<file path="config.mk">
export PLATFORM = sky130hd
export DESIGN_NAME = ddr_wr_burst_ctrl
export DESIGN_NICKNAME = d
export VERILOG_FILES = /design/src/rtl/ddr_axi_pkg.sv /design/src/rtl/wbeat_skid.sv /design/src/rtl/ddr_wr_burst_ctrl.sv
export SDC_FILE = /design/constraint.sdc
export NUM_CORES = 1
export LEC_CHECK = 0
export BUFFER_PORTS_ARGS = -buffer_cell sky130_fd_sc_hd__buf_2
export CAP_MARGIN = 25
export CORE_AREA = 2 2 239 241
export CTS_BUF_LIST = sky130_fd_sc_hd__clkbuf_16
export CTS_CLUSTER_SIZE = 24
export DETAILED_ROUTE_END_ITERATION = 6
export DIE_AREA = 0 0 241 243
export PLACE_DENSITY = 0.7
export SYNTH_ARGS = -nofsm -noshare
export SYNTH_HDL_FRONTEND = slang
export SYNTH_SLANG_ARGS = --single-unit
export TNS_END_PERCENT = 1
</file>
<file path="constraint.sdc">
create_clock -name clk -period 7.92 [get_ports clk]
set_input_delay 0.396 -clock clk [delete_from_list [all_inputs] [get_ports clk]]
set_output_delay 0.396 -clock clk [all_outputs]
set_load 0.02 [all_outputs]
</file>
<file path="src/rtl/ddr_axi_pkg.sv">
// Shared definitions for the DDR write-burst path: FSM states, AXI field widths
// and response codes.
package ddr_axi_pkg;

  typedef enum logic [1:0] {
    ST_IDLE,
    ST_AW,
    ST_W,
    ST_B
  } wr_state_e;

  localparam int unsigned AXI_LEN_W  = 8;
  localparam logic [1:0]  BRESP_OKAY = 2'b00;

  function automatic int unsigned bytes_per_beat(input int unsigned data_width);
    return data_width / 8;
  endfunction

endpackage

</file>
<file path="src/rtl/wbeat_skid.sv">
// Two-entry register FIFO between the video FIFO read port and the AXI W channel.
// Entry 0 is always the head, so the W data output comes straight from a register.
module wbeat_skid #(
  parameter int unsigned DATA_WIDTH = 256
) (
  input  logic                  clk_i,
  input  logic                  rst_i,
  input  logic                  push_i,
  input  logic [DATA_WIDTH-1:0] data_i,
  input  logic                  pop_i,
  output logic                  valid_o,
  output logic [DATA_WIDTH-1:0] data_o,
  output logic [1:0]            occ_o
);

  logic [DATA_WIDTH-1:0] ent0_q, ent1_q;
  logic [1:0]            occ_q;

  always_ff @(posedge clk_i) begin
    if (rst_i) begin
      occ_q  <= '0;
      ent0_q <= '0;
      ent1_q <= '0;
    end else begin
      case ({push_i, pop_i})
        2'b10: begin
          if (occ_q == 2'd0) ent0_q <= data_i;
          else               ent1_q <= data_i;
          occ_q <= occ_q + 2'd1;
        end
        2'b01: begin
          ent0_q <= ent1_q;
          occ_q  <= occ_q - 2'd1;
        end
        2'b11: begin
          // Simultaneous push/pop keeps occupancy; the new word lands behind the survivor.
          if (occ_q == 2'd1) begin
            ent0_q <= data_i;
          end else begin
            ent0_q <= ent1_q;
            ent1_q <= data_i;
          end
        end
        default: ;
      endcase
    end
  end

  assign valid_o = (occ_q != 2'd0);
  assign data_o  = ent0_q;
  assign occ_o   = occ_q;

endmodule

</file>
<file path="src/rtl/ddr_wr_burst_ctrl.sv">
// Drains the video write FIFO into fixed-length AXI4 INCR write bursts over a
// linear frame buffer, wrapping to the frame base after each full frame.
module ddr_wr_burst_ctrl
  import ddr_axi_pkg::*;
#(
  parameter int unsigned ADDR_WIDTH  = 28,
  parameter int unsigned DATA_WIDTH  = 256,
  parameter int unsigned LEVEL_WIDTH = 11,
  parameter int unsigned BURST_LEN   = 16,
  parameter int unsigned FRAME_BASE  = 0,
  parameter int unsigned FRAME_WORDS = 57600
) (
  input  logic                      clk,
  input  logic                      rst,
  input  logic                      frame_start,
  output logic                      fifo_rd_en,
  input  logic [DATA_WIDTH-1:0]     fifo_rd_data,
  input  logic                      fifo_rd_empty,
  input  logic [LEVEL_WIDTH-1:0]    fifo_rd_level,
  output logic [ADDR_WIDTH-1:0]     m_awaddr,
  output logic [AXI_LEN_W-1:0]      m_awlen,
  output logic                      m_awvalid,
  input  logic                      m_awready,
  output logic [DATA_WIDTH-1:0]     m_wdata,
  output logic [DATA_WIDTH/8-1:0]   m_wstrb,
  output logic                      m_wlast,
  output logic                      m_wvalid,
  input  logic                      m_wready,
  input  logic                      m_bvalid,
  input  logic [1:0]                m_bresp,
  output logic                      m_bready,
  output logic                      busy,
  output logic                      frame_done,
  output logic                      wr_err
);

  if ((FRAME_WORDS % BURST_LEN) != 0 || BURST_LEN == 0 || BURST_LEN > 256) begin : g_param_chk
    $error("ddr_wr_burst_ctrl: FRAME_WORDS must be a multiple of BURST_LEN and BURST_LEN in 1..256");
  end

  localparam int unsigned BEAT_W = $clog2(BURST_LEN + 1);
  localparam int unsigned CNT_W  = $clog2(FRAME_WORDS + 1);

  localparam logic [ADDR_WIDTH-1:0] BASE_ADDR  = ADDR_WIDTH'(FRAME_BASE);
  localparam logic [ADDR_WIDTH-1:0] ADDR_STEP  = ADDR_WIDTH'(BURST_LEN * bytes_per_beat(DATA_WIDTH));
  localparam logic [BEAT_W-1:0]     BEATS      = BEAT_W'(BURST_LEN);
  localparam logic [BEAT_W-1:0]     LAST_BEAT  = BEAT_W'(BURST_LEN - 1);
  localparam logic [CNT_W-1:0]      CNT_STEP   = CNT_W'(BURST_LEN);
  localparam logic [CNT_W-1:0]      FRAME_LAST = CNT_W'(FRAME_WORDS - BURST_LEN);
  localparam logic [LEVEL_WIDTH-1:0] LVL_MIN   = LEVEL_WIDTH'(BURST_LEN);

  wr_state_e              state_q;
  logic [ADDR_WIDTH-1:0]  addr_q;
  logic [CNT_W-1:0]       frame_cnt_q;
  logic [BEAT_W-1:0]      beat_q;
  logic [BEAT_W-1:0]      rd_cnt_q;
  logic                   rd_inflight_q;
  logic                   restart_q;
  logic                   awvalid_q;
  logic                   bready_q;
  logic                   frame_done_q;
  logic                   wr_err_q;

  logic                   skid_valid;
  logic [DATA_WIDTH-1:0]  skid_data;
  logic [1:0]             skid_occ;
  logic                   w_hs;
  logic                   wlast;
  logic [2:0]             credit;
  logic                   rd_en;

  wbeat_skid #(
    .DATA_WIDTH (DATA_WIDTH)
  ) u_skid (
    .clk_i   (clk),
    .rst_i   (rst),
    .push_i  (rd_inflight_q),
    .data_i  (fifo_rd_data),
    .pop_i   (w_hs),
    .valid_o (skid_valid),
    .data_o  (skid_data),
    .occ_o   (skid_occ)
  );

  assign w_hs  = skid_valid & m_wready;
  assign wlast = skid_valid & (beat_q == LAST_BEAT);

  // Credit counts the beat popped this cycle as free, which sustains one read per clock.
  always_comb begin
    credit = 3'(skid_occ) + 3'(rd_inflight_q) - 3'(w_hs);
    rd_en  = 1'b0;
    if (state_q == ST_W && rd_cnt_q != BEATS && !fifo_rd_empty && credit < 3'd2)
      rd_en = 1'b1;
  end

  always_ff @(posedge clk) begin
    if (rst) begin
      state_q       <= ST_IDLE;
      addr_q        <= BASE_ADDR;
      frame_cnt_q   <= '0;
      beat_q        <= '0;
      rd_cnt_q      <= '0;
      rd_inflight_q <= 1'b0;
      restart_q     <= 1'b0;
      awvalid_q     <= 1'b0;
      bready_q      <= 1'b0;
      frame_done_q  <= 1'b0;
      wr_err_q      <= 1'b0;
    end else begin
      frame_done_q  <= 1'b0;
      rd_inflight_q <= rd_en;
      if (rd_en) rd_cnt_q <= rd_cnt_q + 1'b1;
      if (w_hs)  beat_q   <= beat_q + 1'b1;
      if (frame_start && state_q != ST_IDLE) restart_q <= 1'b1;

      case (state_q)
        ST_IDLE: begin
          if (frame_start) begin
            addr_q      <= BASE_ADDR;
            frame_cnt_q <= '0;
          end
          if (fifo_rd_level >= LVL_MIN && !restart_q) begin
            state_q   <= ST_AW;
            awvalid_q <= 1'b1;
          end
        end
        ST_AW: begin
          if (m_awready) begin
            awvalid_q <= 1'b0;
            beat_q    <= '0;
            rd_cnt_q  <= '0;
            state_q   <= ST_W;
          end
        end
        ST_W: begin
          if (w_hs && wlast) begin
            bready_q <= 1'b1;
            state_q  <= ST_B;
          end
        end
        ST_B: begin
          if (m_bvalid) begin
            bready_q  <= 1'b0;
            restart_q <= 1'b0;
            state_q   <= ST_IDLE;
            if (m_bresp != BRESP_OKAY) wr_err_q <= 1'b1;
            // A frame wrap and a pending restart both land on the base; only the wrap reports done.
            if (frame_cnt_q == FRAME_LAST) begin
              addr_q       <= BASE_ADDR;
              frame_cnt_q  <= '0;
              frame_done_q <= 1'b1;
            end else if (restart_q || frame_start) begin
              addr_q      <= BASE_ADDR;
              frame_cnt_q <= '0;
            end else begin
              addr_q      <= addr_q + ADDR_STEP;
              frame_cnt_q <= frame_cnt_q + CNT_STEP;
            end
          end
        end
      endcase
    end
  end

  assign fifo_rd_en = rd_en;
  assign m_awaddr   = addr_q;
  assign m_awlen    = AXI_LEN_W'(BURST_LEN - 1);
  assign m_awvalid  = awvalid_q;
  assign m_wdata    = skid_data;
  assign m_wstrb    = '1;
  assign m_wlast    = wlast;
  assign m_wvalid   = skid_valid;
  assign m_bready   = bready_q;
  assign busy       = (state_q != ST_IDLE);
  assign frame_done = frame_done_q;
  assign wr_err     = wr_err_q;

endmodule

</file>
* Word-level counts from Yosys, hierarchy flattened
Cells that the tools add are included.
** Storage, ports and cells
- Bits of input ports :: 276
- Word-level logic and storage cells :: 113
- Bits in registers :: 576
- Output and inout port bits :: 332
** Operators by class
- Add/sub/neg operators :: 8
- Multiplexer cells :: 39
- Eq/ne operators :: 18
- Order comparisons :: 2
- Reduce and logical (&&, ||, !) cells :: 28
- Bitwise logic cells :: 4
** Operators with widths (number)
- two-way mux 256 bit :: 4
- case mux 256 bit (3 select lines) :: 1
- case mux 256 bit (2 select lines) :: 1
- two-way mux 28 bit :: 4
- two-way mux 16 bit :: 4
- case mux 28 bit (2 select lines) :: 1
- case mux 16 bit (2 select lines) :: 1
- two-way mux 5 bit :: 6
- adder 28 x 10 -> 28 bit (second input constant) :: 1
- adder 16 x 5 -> 16 bit (second input constant) :: 1
- equality test 16 bit (second input constant) :: 1
- nonzero test 2 bit :: 8
- AND reduction 3 bit :: 5
- inequality test 2 bit (second input constant) :: 6
- greater-or-equal comparator 11 x 5 -> 1 bit (second input constant) :: 1
- adder 5 x 1 -> 5 bit (second input constant) :: 2
- two-way mux 1 bit :: 9
- equality test 2 bit (second input constant) :: 4
- two-way mux 2 bit :: 4
- case mux 2 bit (4 select lines) :: 1
- equality test 2 x 1 -> 1 bit (second input constant) :: 3
- logical AND 1 bit :: 6
- equality test 5 x 4 -> 1 bit (second input constant) :: 1
- inequality test 5 bit (second input constant) :: 1
- other kinds (17) :: 23

* Logic depth before layout (Yosys ltp)
- Word-level depth :: 9
- Mapped depth :: 13
- Mapped depth without buffers :: 12

* Hierarchy
A second synthesis with hierarchy kept.
** Second synthesis, totals
- Cell total of the unflattened synthesis :: 3119
- Area total of the unflattened synthesis :: 28005.6 µm²
** By module, submodules not included
- wbeat_skid :: seq. area each 10289.9 µm², cells each 2764, area each 25026.5 µm², instances 1
- ddr_wr_burst_ctrl :: seq. area each 980.9 µm², cells each 355, area each 2979.1 µm², instances 1

* Worst setup path before layout
Ideal clock, no wire load.
- Path kind :: register to register
- Start :: register u_skid.occ_q[1], in the netlist u_skid.occ_o[1]
- End :: register rd_cnt_q[3]
- Buffers on the path :: 1
- Stages on the path, launching flop included :: 13
- Period minus slack after synthesis :: 2993 ps
- Required time :: 7792 ps
- Setup slack :: 4927 ps
- Arrival time :: 2866 ps
- Library setup time :: 128 ps
- Cell sequence :: dfxtp_1 inv_1 ha_1 nand2b_1 buf_4 nor2_1 o21ai_0 fa_1 nand3b_1 a311oi_2 nand4_1 xor2_1 nor2_1
** On the way
- Cells in the longest elaborated chain, start to end :: 9
- Elaborated cells on any way between the ends :: 10
- Those cells by class :: add/sub (2); order compare (1); mux (4); bitwise (1); reduce/logical (2)
** Ends and longest elaborated chain
- start, declared :: line wbeat_skid.sv:17 : logic [1:0] occ_q;
- start signal, assigned :: line wbeat_skid.sv:29 : occ_q <= occ_q + 2'd1;
- start signal, assigned :: line wbeat_skid.sv:33 : occ_q <= occ_q - 2'd1;
- branches (longest 2 deep; another with adder 2 x 1 -> 3 bit)
- subtractor 3 x 1 -> 3 bit (*) :: line ddr_wr_burst_ctrl.sv:90 : credit = 3'(skid_occ) + 3'(rd_inflight_q) - 3'(w_hs);
- less-than comparator 3 x 2 -> 1 bit (*) :: line ddr_wr_burst_ctrl.sv:92 : if (state_q == ST_W && rd_cnt_q != BEATS && !fifo_rd_empty && credit < 3'd2)
- logical AND 1 bit (*) :: line ddr_wr_burst_ctrl.sv:92
- two-way mux 1 bit (*) :: line ddr_wr_burst_ctrl.sv:92
- net fifo_rd_en :: line ddr_wr_burst_ctrl.sv:16 : output logic fifo_rd_en,
- two-way mux 5 bit (*) :: line ddr_wr_burst_ctrl.sv:112 : if (rd_en) rd_cnt_q <= rd_cnt_q + 1'b1;
- two-way mux 5 bit :: line ddr_wr_burst_ctrl.sv:128 : if (m_awready) begin
- two-way mux 5 bit (*) :: line ddr_wr_burst_ctrl.sv:116 : case (state_q)
- end signal, assigned :: line ddr_wr_burst_ctrl.sv:112
- end, declared :: line ddr_wr_burst_ctrl.sv:56 : logic [BEAT_W-1:0] rd_cnt_q;
Mark *: on every way through the listed nets, which the timed path passes.
A chain may end at the register's enable or synchronous reset.

* Worst setup path in the final report
- Start :: register u_skid.occ_q[1], in the netlist u_skid.occ_o[1]
- End :: output port fifo_rd_en
** On the way
- Cells in the longest elaborated chain, start to end :: 6
- Elaborated cells on any way between the ends :: 7
- Those cells by class :: add/sub (2); order compare (1); mux (1); bitwise (1); reduce/logical (2)
** Ends and longest elaborated chain (line)
- branches (longest 2 deep; another with adder 2 x 1 -> 3 bit)
- subtractor 3 x 1 -> 3 bit (*) :: ddr_wr_burst_ctrl.sv:90
- less-than comparator 3 x 2 -> 1 bit (*) :: ddr_wr_burst_ctrl.sv:92
- logical AND 1 bit (*) :: ddr_wr_burst_ctrl.sv:92
- two-way mux 1 bit (*) :: ddr_wr_burst_ctrl.sv:92
- end, declared :: ddr_wr_burst_ctrl.sv:16
Mark *: on every way between the ends.

==> results_dict.tcl <==
set metrics [dict create \
    status "finished, final reports clean" \
    areaGrowthSynthToFinish_pct 25.99 \
    ys_warn_count 0 \
    die_y_microns 243 \
    grt_pass1_wl_microns 100800 \
    crit_fanout 10 \
    htree_levels 2 \
    period_minus_slack_ps 4002 \
    initial_core_util_pct 39.01 \
    switching_share_pct 38.78 \
    fin_skew_ps 23.83 \
    synth_edf_count 0 \
    synth-seq-cells 563 \
    worstHoldPathCells 3 \
    numCtsBuffers 58 \
    portBuffers 554 \
    overflow 0 \
    dpl.cell_count 3714 \
    first_pass_iters 6 \
    synthArstFlopShare_pct 0 \
    ios 608 \
    routed_wl_microns 64990 \
    seq_power_share_pct 37.1 \
    dr_total_vias 20514 \
    grt_usage_pct 20.86 \
    switchingPower_mw 3.871 \
    hold_viol 0 \
    startpoint_type "flip-flop" \
    clk_pin_slew_worst_paths_ps 60 \
    antenna_left 0 \
    fin_nets 3400 \
    post_cts_buffers 0 \
    postLayoutCoreUtil_pct 49.15 \
    grt_max_degree 185 \
    fmax_mhz 249.9 \
    cp.buffers_inverters 3 \
    path_class "reg -> out" \
    slew_headroom_pct 30.10 \
    clk_latency_ps 610 \
    antenna_found_initial 14 \
    setup_viol 0 \
    crit_family "adder cells" \
    worstPathArrival_ps 3610 \
    crit_chain "inv_1 > ha_1 > nand2b_1 > inv_4 > nor2_1 > o21ai_0 > fa_1 > nand3b_1 > a311oi_2 > buf_2" \
    dieWidth_microns 241 \
    synth.avg_cell_area_sq_um 8.321 \
    worstPathRequired_ps 7520 \
    synth_cell_types 50 \
    rr_startpoint "u_skid.occ_o[1]" \
    leakage_nw 10.70 \
    fin_tns_setup_ps 0 \
    drv_cap 0 \
    route.detailed.drc 0 \
    dp_hpwl_microns 39230 \
    power.internal_mw 6.110 \
    drt-initial-drc-count 1278 \
    design.die.area_sq_mm 0.05856 \
    p_per_area_mw_per_mm2 362.9 \
    max_stage_delay_ps 540 \
    cts-root-buf "clkbuf_16" \
    clock_path_buffers 3 \
    finalNonFillerCells 3926 \
    reg2reg_slack_ps 4040 \
    ir_drop_uv 334.8 \
    ys_seq_area_share_pct 51.64 \
    pwr-share-comb_pct 35.3 \
    gp_congestion 0.7971 \
    slowest_stage "a311oi_2" \
    vias_per_cell 5.225 \
    pwr-share-clk_pct 27.7 \
    critPathCaptureType "primary output" \
    grt_pass1_vias 18559 \
    r2r_cells 10 \
    worstHoldEndpoint "u_skid.ent1_q[63]" \
    fin_crit_sh_pct 50.53 \
    clock-sinks 563 \
    drive_above_1_share_pct 21.41 \
    syn_area_sq_mm 0.02183 \
    min_from "fifo_rd_data[63]" \
    synth_flop_cell "dfxtp_1" \
    rsz0062_at_grt "no" \
    fp-row-count 87 \
    cts_tree "yes" \
    r2r-end "u_skid.data_o[160]" \
    hold_class "in -> reg" \
    worst_pin_slew_ps 1048 \
    wire_per_inst_microns 16.55 \
    final_max_slew_viol_count 0 \
    synthCells 2623 \
    core_sq_mm 0.05595 \
]
## worst register-to-register path, stage by stage, from the launching register on
cell	delay, ps
dfxtp_1	350
inv_1	110
ha_1	370
nand2b_1	410
inv_4	130
ha_1	280
a21oi_4	150
buf_4	600
buf_4	920
a221oi_1	270
nor3_1	210
## layout make-up
cell class / count / area (sq um)
repair buffers: 663 / 3914
fillers: 5370 / 28450
clock buffers: 58 / 1451
diodes: 13 / 32.53
well taps: 756 / 945.9
inverters: 13 / 51.30
flip-flops and latches: 563 / 11270
multi-input cells: 1810 / 9368
clock inverters: 50 / 466.7
## power by group through the flow
| stage | Clock, mW | Combinational, mW | Sequential [mW] |
|---|---|---|---|
| 2_1_floorplan | 0 | 1.70 | 4.38 |
| 3_3_place_gp | 0 | 3.47 | 3.73 |
| 3_5_place_dp | 0 | 3.48 | 3.75 |
| 4_1_cts | 2.82 | 3.53 | 3.70 |
| 5_1_grt | 2.94 | 3.84 | 3.77 |
| 6_report | 2.76 | 3.52 | 3.70 |
## cells by family (layout without fill, tap and decap cells)
| group | after synthesis | count (layout) | share of synthesized area [%] |
|---|---|---|---|
| xor+xnor | 31 | 31 | 1.244 |
| other cells | 2 | 62 | 0.03441 |
| simple gates | 1158 | 1158 | 22.17 |
| buf+inv | 297 | 784 | 6.472 |
| compound gates | 553 | 553 | 17.37 |
| mux | 4 | 4 | 0.1834 |
| flops | 563 | 563 | 51.64 |
| fa+ha+maj | 15 | 15 | 0.8943 |
## Yosys cell counts, types with 3 or more instances
| cell | n | area, sq um |
|---|---|---|
| mux2i_1 | 4 | 40.04 |
| xnor2_1 | 8 | 70.07 |
| buf_1 | 10 | 37.54 |
| buf_4 | 50 | 375.4 |
| a21oi_1 | 271 | 1356 |
| and4_1 | 5 | 43.79 |
| nor3_1 | 260 | 1301 |
| a221oi_1 | 257 | 2251 |
| xor2_1 | 23 | 201.4 |
| nand3_1 | 13 | 65.06 |
| clkbuf_1 | 138 | 518.0 |
| ha_1 | 14 | 175.2 |
| buf_2 | 86 | 430.4 |
| or2_2 | 3 | 18.77 |
| nand4_1 | 10 | 62.56 |
| and3_1 | 5 | 31.28 |
| nor2_1 | 303 | 1137 |
| o21ai_0 | 6 | 30.03 |
| dfxtp_1 | 563 | 11270 |
| inv_1 | 12 | 45.04 |
| a31oi_1 | 3 | 18.77 |
| nor2b_1 | 6 | 37.54 |
| nand2_1 | 538 | 2019 |
## registers in the layout, indices dropped and copies added, names as in the netlist
| register | flops |
|---|---|
| u_skid.data_o | 256 |
| u_skid.ent1_q | 256 |
| m_awaddr | 19 |
| frame_cnt_q | 12 |
| beat_q | 5 |
| rd_cnt_q | 5 |
| state_q | 2 |
| u_skid.occ_o | 2 |
| frame_done | 1 |
| m_awvalid | 1 |
| m_bready | 1 |
| rd_inflight_q | 1 |
| restart_q | 1 |
| wr_err | 1 |
## worst max-delay path by stage
stage / slack (ps) / cells after the start / endpoint / from
6_report: 3920 / 10 / fifo_rd_en / u_skid.occ_o[1]
5_1_grt: 3620 / 9 / fifo_rd_en / u_skid.occ_o[1]
4_1_cts: 3840 / 10 / fifo_rd_en / u_skid.occ_o[1]
3_5_place_dp: 4120 / 10 / u_skid.data_o[178] / u_skid.occ_o[1]
3_3_place_gp: 4160 / 10 / u_skid.data_o[178] / u_skid.occ_o[1]
2_1_floorplan: 4930 / 12 / rd_cnt_q[3] / u_skid.occ_o[1]
## cells in the final DEF (no fill, tap or decap), drive strengths merged, types with 8 or more instances in the layout
master	synthesis	layout
inv	13	25
nand4	10	10
ha	14	14
a21oi	273	273
clkinv	0	27
dlygate4sd3	0	90
nand3	13	13
xnor2	8	8
bufinv	0	8
conb	2	49
clkbuf	138	59
buf	146	572
xor2	23	23
nand2	538	538
a221oi	257	257
nor2	303	303
nor3	262	262
diode	0	13
dfxtp	563	563
## stage by stage
step                      setup slack [ps]  power (mW)  hold slack, ps  area, sq um
after floorplan                       4927       6.084           436.1        22000
after global placement                4158       7.200           435.7        24640
after detailed placement              4115       7.235           439.6        24640
after CTS                             3845       10.05         0.03092        27460
after global routing                  3619       10.55           1.009        27490
final                                 3918       9.980           34.81        27500
## metal layers
| metal | GRT usage [%] | wire [microns] | vias to the layer above |
|---|---|---|---|
| li1 | - | - | 10060 |
| met1 | 26.48 | 26860 | 9640 |
| met2 | 33.79 | 30920 | 686 |
| met3 | 6.141 | 5407 | 120 |
| met4 | 6.826 | 1753 | 8 |
| met5 | 0 | 51 | - |
## repair_timing
item	4_1_cts	5_1_grt
gates resized for setup	0	0
hold buffers	90	0
hold endpoints to repair	90	0
Power figures use the tool's default switching activity.
